`config.mk`:
```
export PLATFORM = sky130hd
export DESIGN_NAME = writeback_queue
export DESIGN_NICKNAME = d
export VERILOG_FILES = /design/src/rtl/writeback_queue_pkg.sv /design/src/rtl/writeback_queue_match.sv /design/src/rtl/writeback_queue.sv
export SDC_FILE = /design/constraint.sdc
export NUM_CORES = 1
export LEC_CHECK = 0
export BUFFER_PORTS_ARGS = -buffer_cell sky130_fd_sc_hd__buf_2
export CAP_MARGIN = 20
export CORE_UTILIZATION = 25
export DETAILED_ROUTE_END_ITERATION = 10
export PLACE_DENSITY = 0.39
export SKIP_LAST_GASP = 1
export SYNTH_ARGS = -nofsm -noshare
export SYNTH_HDL_FRONTEND = slang
export SYNTH_SLANG_ARGS = --single-unit
export TNS_END_PERCENT = 50
```
`constraint.sdc`:
```
create_clock -name clk -period 5.6 [get_ports clk]
set_input_delay 1.12 -clock clk [delete_from_list [all_inputs] [get_ports clk]]
set_output_delay 1.12 -clock clk [all_outputs]
set_load 0.005 [all_outputs]
```
`src/rtl/writeback_queue_pkg.sv`:
```
// Shared constants for the writeback queue: default widths and the
// hard-wired zero register index, which is never written and never forwarded.
package writeback_queue_pkg;

    localparam int DATA_W_DEF = 32;
    localparam int ADDR_W_DEF = 5;

    // Writes to register 0 are architecturally discarded.
    localparam logic [4:0] ZERO_REG = 5'd0;

endpackage

```
`src/rtl/writeback_queue_match.sv`:
```
// Forwarding lookup over the pending-write entries. Entries are visited from
// the head (oldest) towards the tail (newest), so the last match seen is the
// newest pending value for the looked-up register.
module wbq_match
    import writeback_queue_pkg::*;
#(
    parameter int DEPTH  = 4,
    parameter int DATA_W = DATA_W_DEF,
    parameter int ADDR_W = ADDR_W_DEF
) (
    input  logic [$clog2(DEPTH)-1:0]           head,
    input  logic [DEPTH-1:0]                   valid,
    input  logic [DEPTH-1:0][ADDR_W-1:0]       tags,
    input  logic [DEPTH-1:0][DATA_W-1:0]       datas,
    input  logic [ADDR_W-1:0]                  lookup,
    output logic                               hit,
    output logic [DATA_W-1:0]                  data
);

    localparam int PTR_W = $clog2(DEPTH);

    logic [PTR_W-1:0] idx;

    // Oldest-to-newest scan; a later match overrides an earlier one.
    always_comb begin
        // NOTE: every variable gets a default first so no path leaves it unassigned (no latch).
        hit  = 1'b0;
        data = '0;
        idx  = '0;
        for (int i = 0; i < DEPTH; i++) begin
            idx = head + PTR_W'(i);
            if (valid[idx] && (tags[idx] == lookup)) begin
                hit  = 1'b1;
                data = datas[idx];
            end
        end
        if (lookup == ADDR_W'(ZERO_REG)) begin
            hit  = 1'b0;
            data = '0;
        end
    end

endmodule

```
`src/rtl/writeback_queue.sv`:
```
// Writeback queue: buffers producer results in a small circular queue and
// drains one per cycle to the register file unless stalled. Decode can look
// up pending writes for forwarding on two ports.
module writeback_queue
    import writeback_queue_pkg::*;
#(
    parameter int DEPTH  = 4,
    parameter int DATA_W = DATA_W_DEF,
    parameter int ADDR_W = ADDR_W_DEF
) (
    input  logic                      clk,
    input  logic                      reset,
    input  logic                      in_valid,
    output logic                      in_ready,
    input  logic [ADDR_W-1:0]         in_reg,
    input  logic [DATA_W-1:0]         in_data,
    output logic                      regwrite,
    output logic [ADDR_W-1:0]         write_reg,
    output logic [DATA_W-1:0]         write_data,
    input  logic                      stall,
    input  logic [ADDR_W-1:0]         lookup_reg_1,
    input  logic [ADDR_W-1:0]         lookup_reg_2,
    output logic                      hit_1,
    output logic                      hit_2,
    output logic [DATA_W-1:0]         fwd_data_1,
    output logic [DATA_W-1:0]         fwd_data_2,
    output logic [$clog2(DEPTH):0]    count
);

    localparam int PTR_W = $clog2(DEPTH);
    localparam int CNT_W = PTR_W + 1;
    localparam logic [CNT_W-1:0] FULL_CNT = CNT_W'(DEPTH);

    logic [PTR_W-1:0]              rd_ptr;
    logic [PTR_W-1:0]              wr_ptr;
    logic [CNT_W-1:0]              cnt;
    logic [DEPTH-1:0]              ent_valid;
    logic [DEPTH-1:0][ADDR_W-1:0]  ent_reg;
    logic [DEPTH-1:0][DATA_W-1:0]  ent_data;

    logic drain;
    logic accept;
    logic push;
    logic m_hit_1;
    logic m_hit_2;
    logic [DATA_W-1:0] m_data_1;
    logic [DATA_W-1:0] m_data_2;

    // Handshake decode: drain frees the head this cycle, so a full queue can
    // still take a new result; zero-register results are accepted but not stored.
    assign drain    = !reset && (cnt != '0) && !stall;
    assign in_ready = !reset && ((cnt < FULL_CNT) || drain);
    assign accept   = in_valid && in_ready;
    assign push     = accept && (in_reg != ADDR_W'(ZERO_REG));

    // Register-file write port, zero when idle.
    assign regwrite   = drain;
    assign write_reg  = drain ? ent_reg[rd_ptr]  : '0;
    assign write_data = drain ? ent_data[rd_ptr] : '0;

    assign count = cnt;

    // Queue control state: pointers, occupancy and per-entry valid bits.
    always_ff @(posedge clk) begin
        // NOTE: sequential state uses non-blocking assignments so every flop samples pre-edge values.
        if (reset) begin
            rd_ptr    <= '0;
            wr_ptr    <= '0;
            cnt       <= '0;
            ent_valid <= '0;
        end else begin
            if (drain) begin
                ent_valid[rd_ptr] <= 1'b0;
                rd_ptr            <= rd_ptr + PTR_W'(1);
            end
            // Placed after the drain clear: when full, push reuses the slot being freed.
            if (push) begin
                ent_valid[wr_ptr] <= 1'b1;
                wr_ptr            <= wr_ptr + PTR_W'(1);
            end
            case ({push, drain})
                2'b10:   cnt <= cnt + CNT_W'(1);
                2'b01:   cnt <= cnt - CNT_W'(1);
                default: cnt <= cnt;
            endcase
        end
    end

    // Entry payload storage, written on push.
    always_ff @(posedge clk) begin
        // NOTE: payload flops are not reset; the valid bits alone decide whether an entry is live.
        if (push) begin
            ent_reg[wr_ptr]  <= in_reg;
            ent_data[wr_ptr] <= in_data;
        end
    end

    wbq_match #(.DEPTH(DEPTH), .DATA_W(DATA_W), .ADDR_W(ADDR_W)) u_match_1 (
        .head   (rd_ptr),
        .valid  (ent_valid),
        .tags   (ent_reg),
        .datas  (ent_data),
        .lookup (lookup_reg_1),
        .hit    (m_hit_1),
        .data   (m_data_1)
    );

    wbq_match #(.DEPTH(DEPTH), .DATA_W(DATA_W), .ADDR_W(ADDR_W)) u_match_2 (
        .head   (rd_ptr),
        .valid  (ent_valid),
        .tags   (ent_reg),
        .datas  (ent_data),
        .lookup (lookup_reg_2),
        .hit    (m_hit_2),
        .data   (m_data_2)
    );

    // Lookups are silenced while reset is held, before the entries clear.
    assign hit_1      = !reset && m_hit_1;
    assign hit_2      = !reset && m_hit_2;
    assign fwd_data_1 = reset ? '0 : m_data_1;
    assign fwd_data_2 = reset ? '0 : m_data_2;

endmodule

```
==> impl_metrics.ini, run 1 <==
[placement]
io_buffers = 158
dp_cells = 1762
post-dp-hpwl_mm = 26.9
globalplace.congestion = 0.756
place_ws_ps = 648

[timing]
max_freq_mhz = 184
fin_crit_ps = 5450
skew_ps = 10.1
worst_slack_ps = 151
post-route-period-util_pct = 97.3
fin_hold_ws_ps = 518
drv_slew = 0
slew_headroom_pct = 29.8
worst_pin_slew_ps = 1050
setup_violations = 0
hold_violations = 0
rsz0062_at_grt = true

[synthesis]
synthAdderAreaFrac_pct = 1.15
synthTopCellsByCount = edfxtp_1, nand2_1, o21ai_0
synth_cells = 1073
avgSynthCellArea_um2 = 10.7
synth_edf_count = 148
yosysWarnings = 0
yosysMostFrequentCell = edfxtp_1
synth_top_family_by_area = multiplexers
synthDistinctLibCells = 46
ys_seq_area_share_pct = 40.5
synth_area_leaders = edfxtp_1, mux4_2, mux2_2, mux2i_1, o21ai_0
synth-compound-area-share_pct = 11.9
syn-num-nets = 1134
syn-cell-area_um2 = 11500
ys_seq_elements = 159
synthMuxAreaShare_pct = 25.9
synthXorXnorAreaFrac_pct = 3.35
synth_ff_type = edfxtp_1
synth_simple_gate_area_share_pct = 13.0
yosysTopAreaCellShare_pct = 38.6
yosysTopAreaCell = edfxtp_1
async_flop_share_pct = 0

[detailed_routing]
ant_nets = 0
wire_per_inst_um = 22.1
drt_iter0_drc = 636
drc = 0
wl_mm = 39.6
vias = 9071
first_pass_iters = 5
via_per_inst = 5.06

[global_route]
track_usage_pct = 17.1
grt_max_degree = 79
grt_busiest_layer = met2
grt_use_met1_pct = 23.9
antenna_found_initial = 2
grt_pass1_vias = 9106
grt_overflow = 0
grt_pass1_wl_mm = 59.5
met2_usage_pct = 27.3
grtUsageMet3_pct = 2.96

[floorplan]
dieArea_um2 = 46900
core-area_um2 = 45400
ioPinCount = 159
fp.dieH_um = 217
fp-row-count = 78
fp.dieW_um = 217
start_util_pct = 25.4

[layout]
fillers = 4713
final_cells = 1794
ff_latch_area_um2 = 4670
layout-drive-gt1-share_pct = 31.7
multiInputGateArea_um2 = 6420
area_growth_pct = 17.0
diodes = 0
final_nets = 1242
largest_reg_flops = 128

[worst_setup_path]
critical_path_required_ps = 4480
crit_fanout = 33
worstSetupStartpointType = flop
reg2reg_depth = 10
critical_path_class = reg -> out
cp_data_arrival_time_ps = 4330
end_kind = output pin

[clock_network]
cts_root_buf = clkbuf_16
cts_tree = yes
cts_hold_buf = 0
path_clk_slew_ps = 60
max-clock-path-buffers = 2
clkLatencyLatePin_ps = 440
h-tree-depth = 4
cts_sinks = 159
cts_inserted_buffers = 17

[power_and_ir_drop]
power.density_nw_per_um2 = 231
leakage_nw = 4.47
peakVddDrop_uv = 213

[flow_run]
drv_cap = 0

[worst_hold_path]
hold-path-cell-count = 2
hp-class = reg -> reg

[status]
status = finished clean
[logic make-up (layout without fill, tap and decap cells)]
family          after synthesis  count (layout)
simple gates                319             319
compound gates              240             240
mux                         191             191
flops                       159             159
buf+inv                     110             231
xor+xnor                     44              44
fa+ha+maj                    10              10
[final timing paths]
path                     to       from  slack [ps]
min                count[2]   count[2]         520
max          fwd_data_1[30]  rd_ptr[0]         150
min reg2reg        count[2]   count[2]         520
max reg2reg        count[2]   count[0]        2660
[final cells by class]
cell class              instances  area share [%]
clock buffers                  25            3.45
clock inverters                 7           0.863
inverters                      13           0.362
multi-input cells             804            47.7
flip-flops and latches        159            34.7
well taps                     600            5.57
repair buffers                186            7.43
[placed cells by master (no fill, tap or decap), types with 17 or more instances in the layout]
cell       netlist  routed
a21o_1          27      27
nand2_1        110     109
or3_1           31      29
nor3_1          37      37
clkbuf_16        0      17
buf_4            0      28
xnor2_1         34      34
nor2_1          83      83
edfxtp_1       148     148
mux2_2          65      65
o21ai_0         90      90
mux2i_1         47      47
mux4_2          79      79
a21oi_1         73      72
a31oi_1         31      31
buf_2           23     158
and2_1          40      35
[power breakdown]
group | internal, mW | switching (mW)
sequential | 1.33 | 0.0193
clock | 0.713 | 0.467
combinational | 0.254 | 0.329
total | 2.30 | 0.815
[repair_timing]
action	in CTS	in global routing
setup endpoints to repair	0	3
resized for setup	0	1
endpoints found under the hold margin	0	0
buffers inserted	0	0
[per-layer routing]
metal | vias to the layer above | share of wire, %
met5 | - | 0.033
met4 | 2 | 1.3
met3 | 27 | 4.8
met2 | 258 | 46
met1 | 4545 | 48
li1 | 4239 | -
[per-stage QoR]
| stage | instance area [µm²] | TNS, ps | power (mW) | utilization [%] |
|---|---|---|---|---|
| after CTS | 13500 | 0 | 3.16 | 29.7 |
| final | 13500 | 0 | 3.11 | 29.7 |
| after detailed placement | 12900 | 0 | 1.97 | 28.4 |
| after global placement | 12900 | 0 | 1.97 | 28.4 |
| after global routing | 13500 | -13.2 | 3.25 | 29.7 |
| after floorplan | 11500 | 0 | 1.79 | - |
[critical path, stage by stage, from the launching register on]
cell     delay [ps]
dfxtp_4         340
inv_1            70
ha_4            390
mux4_2          580
xnor2_1         170
nand4_1         290
nor3b_4         270
buf_4           530
mux2_2          260
a21oi_1          60
nor3_1          690
buf_2           240
No activity file was read; power rests on OpenSTA's default activity.
==> run 2, diff against run 1 <==
- BUFFER_PORTS_ARGS: -buffer_cell sky130_fd_sc_hd__buf_2 -> unset
- DONT_BUFFER_PORTS: unset -> 1
- PLACE_DENSITY: 0.39 -> 0.36
==> impl_metrics.ini, run 2 (synthesis results as in run 1) <==
[timing]
skew_ps = 8.38
rsz0062_at_grt = false
setup_violations = 0
fin_hold_ws_ps = 540
post-route-period-util_pct = 93.9
fin_crit_ps = 5260
max_freq_mhz = 190
slew_headroom_pct = 29.2
drv_slew = 0
setup_tns_ps = 0
worst_pin_slew_ps = 1060
worst_slack_ps = 342
hold_violations = 0

[layout]
final_cell_mix = edfxtp_1, nand2_1, o21ai_0, nor2_1, mux4_2
fillers = 4711
largest_reg_flops = 128
ff_latch_area_um2 = 4670
final_common_cell = edfxtp_1
final_nets = 1111
layout-drive-gt1-share_pct = 23.6
area_growth_pct = 12.1
multiInputGateArea_um2 = 6420
final_cells = 1664

[worst_setup_path]
worstSetupStartpointType = flop
critical_path_required_ps = 4480
critical_path_class = reg -> out
reg2reg_depth = 9
r2r-start = count[0]
rrSetupSlack_ps = 2680
cp_data_arrival_time_ps = 4140
end_kind = output pin
r2r_end = count[2]
crit_fanout = 33

[detailed_routing]
wl_mm = 38.7
via_per_inst = 5.18
drt_iter0_drc = 735
ant_nets = 0
drc = 0
vias = 8625
wire_per_inst_um = 23.3
first_pass_iters = 5

[global_route]
grt_pass1_vias = 8603
grt_overflow = 0
track_usage_pct = 16.7
antenna_found_initial = 0
grt_pass1_wl_mm = 57.5
grt_max_degree = 71

[placement]
io_buffers = 0
globalplace.congestion = 0.764
post-dp-hpwl_mm = 26.5
dp_cells = 1631
place_ws_ps = 695

[clock_network]
cts_sinks = 159
path_clk_slew_ps = 60
cts_inserted_buffers = 17
h-tree-depth = 4
cts_hold_buf = 0
ctsResizeCount = 0
max-clock-path-buffers = 2
cts_root_buf = clkbuf_16
cts_tree = yes
clkLatencyLatePin_ps = 440
cts_setup_buffers = 0

[floorplan]
fp-row-count = 78
core-area_um2 = 45400
ioPinCount = 159
fp.dieW_um = 217
dieArea_um2 = 46900
start_util_pct = 25.4
fp.dieH_um = 217

[power_and_ir_drop]
power.density_nw_per_um2 = 240
peakVddDrop_uv = 216
leakage_nw = 3.83

[status]
status = finished clean

[worst_hold_path]
hold-path-cell-count = 2
min-delay-start = ent_valid[1]
holdPathEnd = ent_valid[1]
hp-class = reg -> reg

[flow_run]
drv_cap = 0
## run 2: cell type report
type	instances	area share [%]
antenna	1	0.0194
sequential	159	36.2
clock buffer	19	3.35
inverter	13	0.378
timing repair buffer	55	3.20
multi-input combinational	804	49.7
clock inverter	13	1.32
tap	600	5.81
## run 2: worst max path at each step
stage | startpoint | endpoint | slack (ps) | depth (start not counted)
after global routing | rd_ptr[0] | fwd_data_2[14] | 80 | 10
after CTS | rd_ptr[0] | fwd_data_1[3] | 200 | 10
after floorplan | rd_ptr[0] | fwd_data_2[22] | 300 | 17
after detailed placement | rd_ptr[0] | fwd_data_1[3] | 690 | 10
final | rd_ptr[0] | fwd_data_1[30] | 340 | 11
after global placement | rd_ptr[0] | fwd_data_1[3] | 640 | 10
## run 2: stage by stage
stage | power [mW] | utilization (%) | instance area [µm²]
finish | 3.10 | 28.5 | 12900
global route | 3.22 | 28.4 | 12900
CTS | 3.13 | 28.4 | 12900
detailed placement | 1.91 | 27.1 | 12300
global placement | 1.91 | 27.1 | 12300
floorplan | 1.79 | - | 11500
## run 2: power breakdown
part	total (mW)	switching [mW]	internal [mW]	leakage (nW)
Clock	1.22	0.480	0.738	0.288
Combinational	0.527	0.295	0.232	2.11
Sequential	1.35	0.0199	1.33	1.43
## run 2: routing by layer
metal	track usage (%)	vias up	part of all wire, %
li1	-	3994	-
met1	21.6	4325	44
met2	27.4	263	48
met3	3.73	43	5.8
met4	5.96	0	2.1
met5	0	-	0
## run 2: critical path, stage by stage, from the launching register on
cell     delay (ps)
dfxtp_4         340
inv_1            70
ha_4            410
mux4_2          560
xnor2_1         180
nand4_1         300
nor3b_4         280
buf_4           540
mux2_2          280
a21oi_1          60
nor3_1          460
buf_4           200
==> run 3, diff against run 2 <==
- CELL_PAD_IN_SITES_DETAIL_PLACEMENT: unset -> 1
- CELL_PAD_IN_SITES_GLOBAL_PLACEMENT: unset -> 1
- PLACE_DENSITY: 0.36 -> 0.43
==> impl_metrics.ini, run 3 (synthesis results as in run 1) <==
[worst_setup_path]
crit_fanout = 29
cp_cell_sequence = inv_1 > ha_4 > mux4_2 > xor2_1 > nor4_4 > o2bb2a_4 > or2_2 > a21o_1 > a31oi_1 > buf_4
worstSetupStartpointType = flop
crit_buf_inv = 2
crit_family = simple AND/OR/NAND/NOR gates
critPathSlowestCell = or2_2
cp_slowest_stage_delay_ps = 650
critical_path_class = reg -> out
critical_path_required_ps = 4480
end_kind = output pin
cp_data_arrival_time_ps = 4210

[worst_hold_path]
hp-class = reg -> reg

[power_and_ir_drop]
total_power_mw = 3.14
power.density_nw_per_um2 = 242
peakVddDrop_uv = 209
power.switching_uw = 828
internal-power_mw = 2.31
clkPwrFrac_pct = 39.9
power_frac_seq_pct = 43.1
pwr-share-comb_pct = 17.1
switching_share_pct = 26.4
leakage_nw = 3.87

[placement]
io_buffers = 0
post-dp-hpwl_mm = 27.7
globalplace.congestion = 0.762
dp_cells = 1637
place_ws_ps = 735

[floorplan]
core-area_um2 = 45400
fp-row-count = 78
start_util_pct = 25.4
dieArea_um2 = 46900
fp.dieH_um = 217
ioPinCount = 159
fp.dieW_um = 217

[timing]
fin_hold_ws_ps = 540
worst_pin_slew_ps = 1010
post-route-period-util_pct = 95.2
setup_tns_ps = 0
skew_ps = 7.23
setup_violations = 0
slew_headroom_pct = 32.8
hold_violations = 0
worst_slack_ps = 270
max_freq_mhz = 188
fin_crit_ps = 5330
rsz0062_at_grt = false
drv_slew = 0

[flow_run]
drv_cap = 0

[detailed_routing]
drc = 0
first_pass_iters = 4
vias = 8755
drt_iter0_drc = 480
ant_nets = 0
via_per_inst = 5.25
wl_mm = 42.8
wire_per_inst_um = 25.6

[clock_network]
cts_sinks = 159
path_clk_slew_ps = 70
ctsResizeCount = 0
cts_tree = yes
cts_hold_buf = 0
cts_setup_buffers = 0
clkLatencyLatePin_ps = 450
max-clock-path-buffers = 2
h-tree-depth = 4
cts_root_buf = clkbuf_16
cts_inserted_buffers = 17

[layout]
largest_reg_flops = 128
final_nets = 1117
final_cells = 1669
final_common_cell = edfxtp_1
layout-drive-gt1-share_pct = 23.9
diodes = 0
fillers = 5052
area_growth_pct = 12.7
final_cell_mix = edfxtp_1, nand2_1, o21ai_0, nor2_1, mux4_2

[global_route]
grt_max_degree = 113
grt_pass1_vias = 9388
antenna_found_initial = 0
grt_pass1_wl_mm = 63.2
track_usage_pct = 18.6
grt_overflow = 0

[status]
status = finished clean
==> run 3: changes by cell type in the layout (fill, tap and decap cells not counted), moves of 2 or more <==
cell / before / now
clkinvlp_4: 3 / 1
clkinv_4: 0 / 4
buf_4: 55 / 60
clkbuf_1: 2 / 0
==> run 3: power by group through the flow <==
| stage | clock network, mW | registers (mW) | logic [mW] |
|---|---|---|---|
| final | 1.25 | 1.35 | 0.535 |
| after global routing | 1.33 | 1.35 | 0.589 |
| after CTS | 1.29 | 1.35 | 0.547 |
| after detailed placement | 0 | 1.38 | 0.544 |
| after global placement | 0 | 1.38 | 0.542 |
| after floorplan | 0 | 1.37 | 0.421 |
==> run 3: per-stage QoR <==
stage               util (%)  area (µm²)
finish                  28.6       13000
global route            28.6       13000
CTS                     28.6       13000
detailed placement      27.2       12400
global placement        27.2       12400
floorplan                  -       11500
==> run 3: worst min-delay path, stage by stage (launching register included) <==
cell and delay, ps:
dfxtp_1 350, o21ai_0 90, a21oi_1 60
==> run 3: final timing paths <==
check                                from             to  slack, ps  depth (start not counted)
worst max-delay path            rd_ptr[0]  fwd_data_2[5]        270                         10
worst max register to register   count[0]       count[2]       2770                          9
worst min register to register   count[2]       count[2]        540                          2
worst min-delay path             count[2]       count[2]        540                          2
==> run 3: per-layer routing <==
layer  share of wire [%]  vias to the layer above  track usage (%)
li1                    -                     3995                -
met1                  46                     4491             24.2
met2                  47                      210             30.1
met3                 4.5                       59             3.82
met4                 2.5                        0             7.02
met5                   0                        -                0
==> run 3: final cells by class <==
type	count	area (µm²)	share of cell area, %
multi-input cells	804	6420	49.4
flip-flops and latches	159	4670	36.0
well taps	600	751	5.78
repair buffers	61	470	3.62
clock buffers	17	425	3.28
clock inverters	15	194	1.49
inverters	13	48.8	0.376
